File: config.mk
export PLATFORM = sky130hd
export DESIGN_NAME = multicycle_ctrl
export DESIGN_NICKNAME = d
export VERILOG_FILES = /design/src/rtl/multicycle_ctrl.sv
export SDC_FILE = /design/constraint.sdc
export NUM_CORES = 1
export LEC_CHECK = 0
export CAP_MARGIN = 10
export CORE_MARGIN = 4
export CORE_UTILIZATION = 63
export CTS_CLUSTER_DIAMETER = 200
export CTS_CLUSTER_SIZE = 25
export DETAILED_ROUTE_END_ITERATION = 12
export DONT_BUFFER_PORTS = 1
export PLACE_DENSITY = 0.79
export SETUP_SLACK_MARGIN = 0.02
export SYNTH_ARGS = -nofsm -noshare
export SYNTH_HDL_FRONTEND = slang
export SYNTH_SLANG_ARGS = --single-unit
File: constraint.sdc
create_clock -name clk -period 2.4 [get_ports clk]
set_input_delay 0.72 -clock clk [delete_from_list [all_inputs] [get_ports clk]]
set_output_delay 0.72 -clock clk [all_outputs]
set_load 0.01 [all_outputs]
File: src/rtl/multicycle_ctrl.sv
// ==== multicycle_ctrl : RV32I multi-cycle control FSM (ILLEGAL_TRAP_EN adds HALT + illegal) ====
// ==== Rev 1.0                                                                               ====
`default_nettype none

module multicycle_ctrl #(
  parameter int TIMEOUT_CYCLES = 16,
  parameter int CNT_W          = 32
) (
  input  logic             clk,
  input  logic             rst_n,
  input  logic [6:0]       opcode,
  input  logic             zero,
  input  logic             mem_ready,
  output logic             mem_req,
  output logic             mem_we,
  output logic             ir_write,
  output logic             pc_write,
  output logic             pc_write_cond,
  output logic [1:0]       alu_op,
  output logic             f7_force0,
  output logic             alu_src_a,
  output logic [1:0]       alu_src_b,
  output logic             reg_write,
  output logic             mem_to_reg,
  output logic             timeout,
`ifdef ILLEGAL_TRAP_EN
  output logic             illegal,
`endif
  output logic [CNT_W-1:0] retired
);

  typedef enum logic [3:0] {
    S_IDLE     = 4'd0,
    S_FETCH    = 4'd1,
    S_DECODE   = 4'd2,
    S_EXEC_R   = 4'd3,
    S_EXEC_I   = 4'd4,
    S_WB_ALU   = 4'd5,
    S_MEM_ADDR = 4'd6,
    S_MEM_RD   = 4'd7,
    S_WB_MEM   = 4'd8,
    S_MEM_WR   = 4'd9,
    S_BRANCH   = 4'd10,
    S_HALT     = 4'd11
  } state_t;

  localparam logic [6:0] OP_R      = 7'b0110011;
  localparam logic [6:0] OP_I      = 7'b0010011;
  localparam logic [6:0] OP_LOAD   = 7'b0000011;
  localparam logic [6:0] OP_STORE  = 7'b0100011;
  localparam logic [6:0] OP_BRANCH = 7'b1100011;

  localparam int              WAIT_W    = $clog2(TIMEOUT_CYCLES);
  localparam logic [WAIT_W-1:0] WAIT_LAST = WAIT_W'(TIMEOUT_CYCLES - 1);

  state_t            state, state_nxt;
  logic              gap, gap_nxt;
  logic [WAIT_W-1:0] wait_cnt;
  logic              ready_ok;
  logic              wait_expired;
  logic              retire;

  assign ready_ok      = mem_req && mem_ready;
  assign wait_expired  = mem_req && !mem_ready && (wait_cnt == WAIT_LAST);
  assign timeout       = wait_expired;
  assign ir_write      = (state == S_FETCH) && ready_ok;
  assign pc_write      = (state == S_FETCH) && ready_ok;
  assign pc_write_cond = (state == S_BRANCH) && zero;

  // gap marks a FETCH cycle with mem_req held low after a request ended
  // (store completion or abort), so consecutive requests never merge.
  always_comb begin
    state_nxt = state;
    gap_nxt   = 1'b0;
    retire    = 1'b0;
    case (state)
      S_IDLE:   state_nxt = S_FETCH;
      S_FETCH: begin
        if (ready_ok) begin
          state_nxt = S_DECODE;
        end else if (wait_expired) begin
          state_nxt = S_FETCH;
          gap_nxt   = 1'b1;
        end
      end
      S_DECODE: begin
        case (opcode)
          OP_R:               state_nxt = S_EXEC_R;
          OP_I:               state_nxt = S_EXEC_I;
          OP_LOAD, OP_STORE:  state_nxt = S_MEM_ADDR;
          OP_BRANCH:          state_nxt = S_BRANCH;
`ifdef ILLEGAL_TRAP_EN
          default:            state_nxt = S_HALT;
`else
          default:            state_nxt = S_FETCH;
`endif
        endcase
      end
      S_EXEC_R, S_EXEC_I: state_nxt = S_WB_ALU;
      S_WB_ALU: begin
        state_nxt = S_FETCH;
        retire    = 1'b1;
      end
      S_MEM_ADDR: state_nxt = (opcode == OP_STORE) ? S_MEM_WR : S_MEM_RD;
      S_MEM_RD: begin
        if (ready_ok) begin
          state_nxt = S_WB_MEM;
        end else if (wait_expired) begin
          state_nxt = S_FETCH;
          gap_nxt   = 1'b1;
        end
      end
      S_WB_MEM: begin
        state_nxt = S_FETCH;
        retire    = 1'b1;
      end
      S_MEM_WR: begin
        if (ready_ok || wait_expired) begin
          state_nxt = S_FETCH;
          gap_nxt   = 1'b1;
          retire    = ready_ok;
        end
      end
      S_BRANCH: begin
        state_nxt = S_FETCH;
        retire    = 1'b1;
      end
      S_HALT:   state_nxt = S_HALT;
      default:  state_nxt = S_IDLE;
    endcase
  end

  // Moore outputs are registered from the next state so they line up with state.
  always_ff @(posedge clk) begin
    if (!rst_n) begin
      state      <= S_IDLE;
      gap        <= 1'b0;
      wait_cnt   <= '0;
      retired    <= '0;
      mem_req    <= 1'b0;
      mem_we     <= 1'b0;
      reg_write  <= 1'b0;
      mem_to_reg <= 1'b0;
      alu_op     <= 2'b00;
      f7_force0  <= 1'b0;
      alu_src_a  <= 1'b0;
      alu_src_b  <= 2'b00;
`ifdef ILLEGAL_TRAP_EN
      illegal    <= 1'b0;
`endif
    end else begin
      state      <= state_nxt;
      gap        <= gap_nxt;
      wait_cnt   <= (mem_req && !mem_ready && !wait_expired) ? wait_cnt + WAIT_W'(1) : '0;
      if (retire) retired <= retired + CNT_W'(1);
      mem_req    <= ((state_nxt == S_FETCH) && !gap_nxt) ||
                    (state_nxt == S_MEM_RD) || (state_nxt == S_MEM_WR);
      mem_we     <= (state_nxt == S_MEM_WR);
      reg_write  <= (state_nxt == S_WB_ALU) || (state_nxt == S_WB_MEM);
      mem_to_reg <= (state_nxt == S_WB_MEM);
`ifdef ILLEGAL_TRAP_EN
      illegal    <= (state_nxt == S_HALT);
`endif
      case (state_nxt)
        S_FETCH:    begin alu_src_a <= 1'b0; alu_src_b <= 2'b01; alu_op <= 2'b00; f7_force0 <= 1'b0; end
        S_EXEC_R:   begin alu_src_a <= 1'b1; alu_src_b <= 2'b00; alu_op <= 2'b10; f7_force0 <= 1'b0; end
        S_EXEC_I:   begin alu_src_a <= 1'b1; alu_src_b <= 2'b10; alu_op <= 2'b10; f7_force0 <= 1'b1; end
        S_WB_ALU:   ; // keep the EXEC selection while writing back
        S_MEM_ADDR: begin alu_src_a <= 1'b1; alu_src_b <= 2'b10; alu_op <= 2'b00; f7_force0 <= 1'b0; end
        S_BRANCH:   begin alu_src_a <= 1'b1; alu_src_b <= 2'b00; alu_op <= 2'b01; f7_force0 <= 1'b0; end
        default:    begin alu_src_a <= 1'b0; alu_src_b <= 2'b00; alu_op <= 2'b00; f7_force0 <= 1'b0; end
      endcase
    end
  end

endmodule

`default_nettype wire

Word-level counts from Yosys, hierarchy flattened

Cells that the tools add are included.

Register bits after elaboration: 50
Output and inout port bits: 46
Word-level logic and storage cells: 80

$add $sub $neg: 2
Eq/ne operators: 26
Muxes and demuxes: 17
Reductions and logical operators: 24

Operators by type and width:

| cell                                                | count |
|---|---|
| adder 32 x 1 -> 32 bit, second input constant       | 1 |
| equality test 4 x 3 -> 1 bit, second input constant | 8 |
| equality test 4 bit, second input constant          | 8 |
| case mux 4 bit (8 select lines)                     | 1 |
| two-way mux 4 bit                                   | 5 |
| case mux 4 bit (4 select lines)                     | 1 |
| equality test 7 x 6 -> 1 bit, second input constant | 2 |
| equality test 4 x 2 -> 1 bit, second input constant | 3 |
| case mux 2 bit (3 select lines)                     | 2 |
| OR reduction 2 bit                                  | 5 |
| equality test 4 x 1 -> 1 bit, second input constant | 2 |
| case mux 1 bit (2 select lines)                     | 4 |
| OR reduction 4 bit                                  | 2 |
| equality test 7 x 2 -> 1 bit, second input constant | 1 |
| equality test 7 x 5 -> 1 bit, second input constant | 1 |
| equality test 7 bit, second input constant          | 1 |
| logical AND 1 bit                                   | 7 |
| adder 4 x 1 -> 4 bit, second input constant         | 1 |
| zero test 4 bit                                     | 1 |
| logical OR 1 bit                                    | 4 |
| two-way mux 1 bit                                   | 4 |
| zero test 1 bit                                     | 3 |
| OR reduction 3 bit                                  | 1 |
| AND reduction 2 bit                                 | 1 |

Depth between registers and ports, before layout

Depth after elaboration: 10
Depth in mapped cells: 8
Mapped depth without buffers: 6

Worst setup path after synthesis

OpenSTA, ideal clock, no wires.

Kind: input port to output port
Start: input port mem_ready
End: output port pc_write
Data arrival time: 1502 ps
Setup slack: 178 ps
Cell stages on the path: 3
Path buffers: 1
Path through: nand2_1 > nor4_1 > buf_4

Cells in the longest elaborated chain, start to end: 2

RTL lines:

| element           | line | text |
|---|---|---|
| start, declared   | 13   | `input logic mem_ready,` |
| logical AND 1 bit | 63   | `assign ready_ok = mem_req && mem_ready;` |
| logical AND 1 bit | -    |  |
| end, declared     | 17   | `output logic pc_write,` |

Every way passes these cells.

Worst setup path after layout

Start: register state[1]
End: output port ir_write

Cells in the longest elaborated chain, start to end: 2

RTL lines:

| element                      | line | text |
|---|---|---|
| start, declared              | 56   | `state_t state, state_nxt;` |
| start signal, assigned       | 152  | `state <= state_nxt;` |
| equality test 4 x 1 -> 1 bit | 66   | `assign ir_write = (state == S_FETCH) && ready_ok;` |
| logical AND 1 bit            | 66   |  |
| end, declared                | 16   | `output logic ir_write,` |

Every way passes these cells.

==> results_dict.tcl <==
set metrics [dict create \
    grt_start_max_net_pins 35 \
    cts_root_buf "clkbuf_8" \
    insertion_delay_ns 0.30 \
    crit_arrival_ns 1.48 \
    antenna_cells 0 \
    firstDrtPassIters 4 \
    slowest_delay_ns 0.40 \
    dpl_cell_area_um2 2680 \
    rr_endpoint "retired[24]" \
    avgSynthCellArea_um2 8.59 \
    top_register "retired" \
    largest_reg_flops 32 \
    yosys-top-cells-count "dfxtp_1 (50), a21oi_1 (35), nand2_1 (23)" \
    grt_pass1_wl_mm 9.83 \
    synth_ff_type "dfxtp_1" \
    antenna_found_initial 0 \
    outcome "complete, no violations" \
    clockBufferDepth 2 \
    synth_top_area_share_pct 38.7 \
    core_um2 3970 \
    synth.net_count 314 \
    vias 2340 \
    combinationalPowerShare_pct 3.9 \
    rsz0062_at_grt "no" \
    route.detailed.drc 0 \
    finClkSkew_ns 0.00762 \
    whs_path_depth 1 \
    synth.largest_area_cell "dfxtp_1" \
    power_switching_mw 0.324 \
    cts_setup_buffers 0 \
    hold_class "flip-flop to flip-flop" \
    r2r_cells 6 \
    crit_slowest_cell "dfxtp_1" \
    design.die.area_um2 5190 \
    die_x_um 72.1 \
    cts_tree "yes" \
    ys_async_sr_fraction_pct 0 \
    rrSetupSlack_ns 0.26 \
    wire_per_inst_um 15.9 \
    setup-tns-final_ns 0 \
    endpoint_kind "primary output" \
    cts.repair.resized 2 \
    dp_hpwl_mm 4.09 \
    cts_inserted_buffers 5 \
    design_area_um2 2790 \
    drtIter0Drc 165 \
    num_io_pins 57 \
    leakage_nw 0.959 \
    viasPerCell 6.52 \
    yosysMostFrequentCell "dfxtp_1" \
    r2r-start "state[2]" \
    cp-start-kind "flip-flop" \
    tightest_slew_ns 0.742 \
    yosysUniqueCellTypes 58 \
    initial_utilization_pct 65.1 \
    synth.yosys.seq_area_share_pct 38.7 \
    holdWs_ns 0.461 \
    place.gp.congestion 0.809 \
    sw_frac_of_total_pct 22.9 \
    layout_min_cycle_time_ns 2.20 \
    grt_use_total_pct 23.2 \
    clk_pin_slew_ns 0.09 \
    p_int_mw 1.09 \
    crit_type "flip-flop to primary output" \
    yosys_warnings 0 \
    fin_nets 321 \
    critPathMaxFanout 7 \
    slew_headroom_pct 50.5 \
    crit_start "state[1]" \
    io_buffers 0 \
    grt_pass1_vias 2241 \
    synth-seq-cells 50 \
    synth-edff-count 0 \
    worstSetupEndpoint "ir_write" \
    rows 23 \
    syn_to_final_growth_pct 7.84 \
    max_freq_mhz 455 \
    htree_levels 2 \
    power_density_nw_per_um2 509 \
    syn_area_um2 2580 \
    overflow 0 \
    clock_power_share_pct 35.7 \
    postRouteAntennaNets 0 \
    largest_registers "retired: 32 flops, state: 4 flops, wait_cnt: 4 flops" \
    ys_top_cells_by_area "dfxtp_1 (39%), a21oi_1 (6.8%), o31ai_1 (5.5%), or4_1 (4.9%), nand2_1 (3.3%)" \
    setup_viol 0 \
    path_cells "nand2b_1, nor4_2, buf_4" \
    cts_hold_buffers 0 \
    fin_crit_sh_pct 91.7 \
    drt-total-wl_mm 5.70 \
    clock-sinks 50 \
    drv_cap 0 \
    syn_inst 301 \
    peakVddDrop_uv 409 \
    hold_viol_final 0 \
    cp_data_required_time_ns 1.68 \
    dieHeight_um 72.1 \
    final_layout_size_suffix_gt1_share_pct 11.7 \
    report.final.slew_viol_count 0 \
    seq_power_share_pct 60.3 \
]
[worst max-delay path: cells and delay by family (launching register included)]
family        cells  cell delay, ns
buf+inv           1            0.22
simple gates      2            0.56
flops             1            0.40
[area by class of cell]
cell class / instances / area (µm²)
timing repair buffer: 15 / 113
inverter: 8 / 30.0
sequential: 50 / 1000
tap: 50 / 62.6
clock buffer: 7 / 86.3
fill: 327 / 1180
clock inverter: 1 / 5.00
multi-input combinational: 228 / 1490
[power groups by stage]
| stage | clock network (mW) | logic, mW | registers, mW |
|---|---|---|---|
| floorplan | 0 | 0.0531 | 0.867 |
| global placement | 0 | 0.0540 | 0.874 |
| detailed placement | 0 | 0.0548 | 0.874 |
| CTS | 0.518 | 0.0550 | 0.855 |
| global route | 0.539 | 0.0624 | 0.857 |
| finish | 0.506 | 0.0559 | 0.855 |
[worst min path at each step]
stage / startpoint / end
floorplan: wait_cnt[0] / wait_cnt[0]
global placement: wait_cnt[0] / wait_cnt[0]
detailed placement: wait_cnt[0] / wait_cnt[0]
CTS: wait_cnt[0] / wait_cnt[0]
global route: wait_cnt[0] / wait_cnt[0]
finish: wait_cnt[0] / wait_cnt[0]
[cell usage in the layout (no fill, tap or decap), types with 6 or more instances in the layout]
| cell type | netlist | final |
|---|---|---|
| a21oi_1 | 35 | 35 |
| and3_1 | 8 | 8 |
| buf_4 | 1 | 15 |
| clkbuf_8 | 0 | 6 |
| dfxtp_1 | 50 | 48 |
| inv_1 | 7 | 7 |
| nand2_1 | 23 | 23 |
| nand2b_1 | 6 | 6 |
| nand3_1 | 14 | 14 |
| nand4_1 | 8 | 8 |
| nor2_1 | 11 | 11 |
| o21ai_0 | 9 | 9 |
| o31ai_1 | 19 | 19 |
| or3_1 | 10 | 10 |
| or4_1 | 17 | 17 |
[metrics by stage]
stage | std cells | utilization [%] | setup slack [ns] | total power, mW
after CTS | 359 | 69.9 | 0.100 | 1.43
final | 359 | 70.2 | 0.200 | 1.42
after global placement | 351 | 67.5 | 0.219 | 0.928
after global routing | 359 | 70.2 | 0.0852 | 1.46
after detailed placement | 351 | 67.5 | 0.165 | 0.929
after floorplan | 301 | - | 0.178 | 0.920
[logic make-up (layout without fill, tap and decap cells)]
logic type | after synthesis | after routing | share of synthesized area, %
xor+xnor | 6 | 6 | 2.03
mux | 3 | 3 | 1.16
flops | 50 | 50 | 38.7
compound gates | 83 | 83 | 21.4
fa+ha+maj | 2 | 2 | 0.968
simple gates | 134 | 134 | 31.5
buf+inv | 23 | 31 | 4.16
[routing by layer]
metal | track usage, % | up-vias | part of all wire [%]
li1 | - | 1167 | -
met1 | 30.4 | 1099 | 46
met2 | 37.3 | 69 | 46
met3 | 7.20 | 5 | 6.9
met4 | 6.05 | 0 | 0.72
met5 | 0 | - | 0
Power figures use the tool's default switching activity.
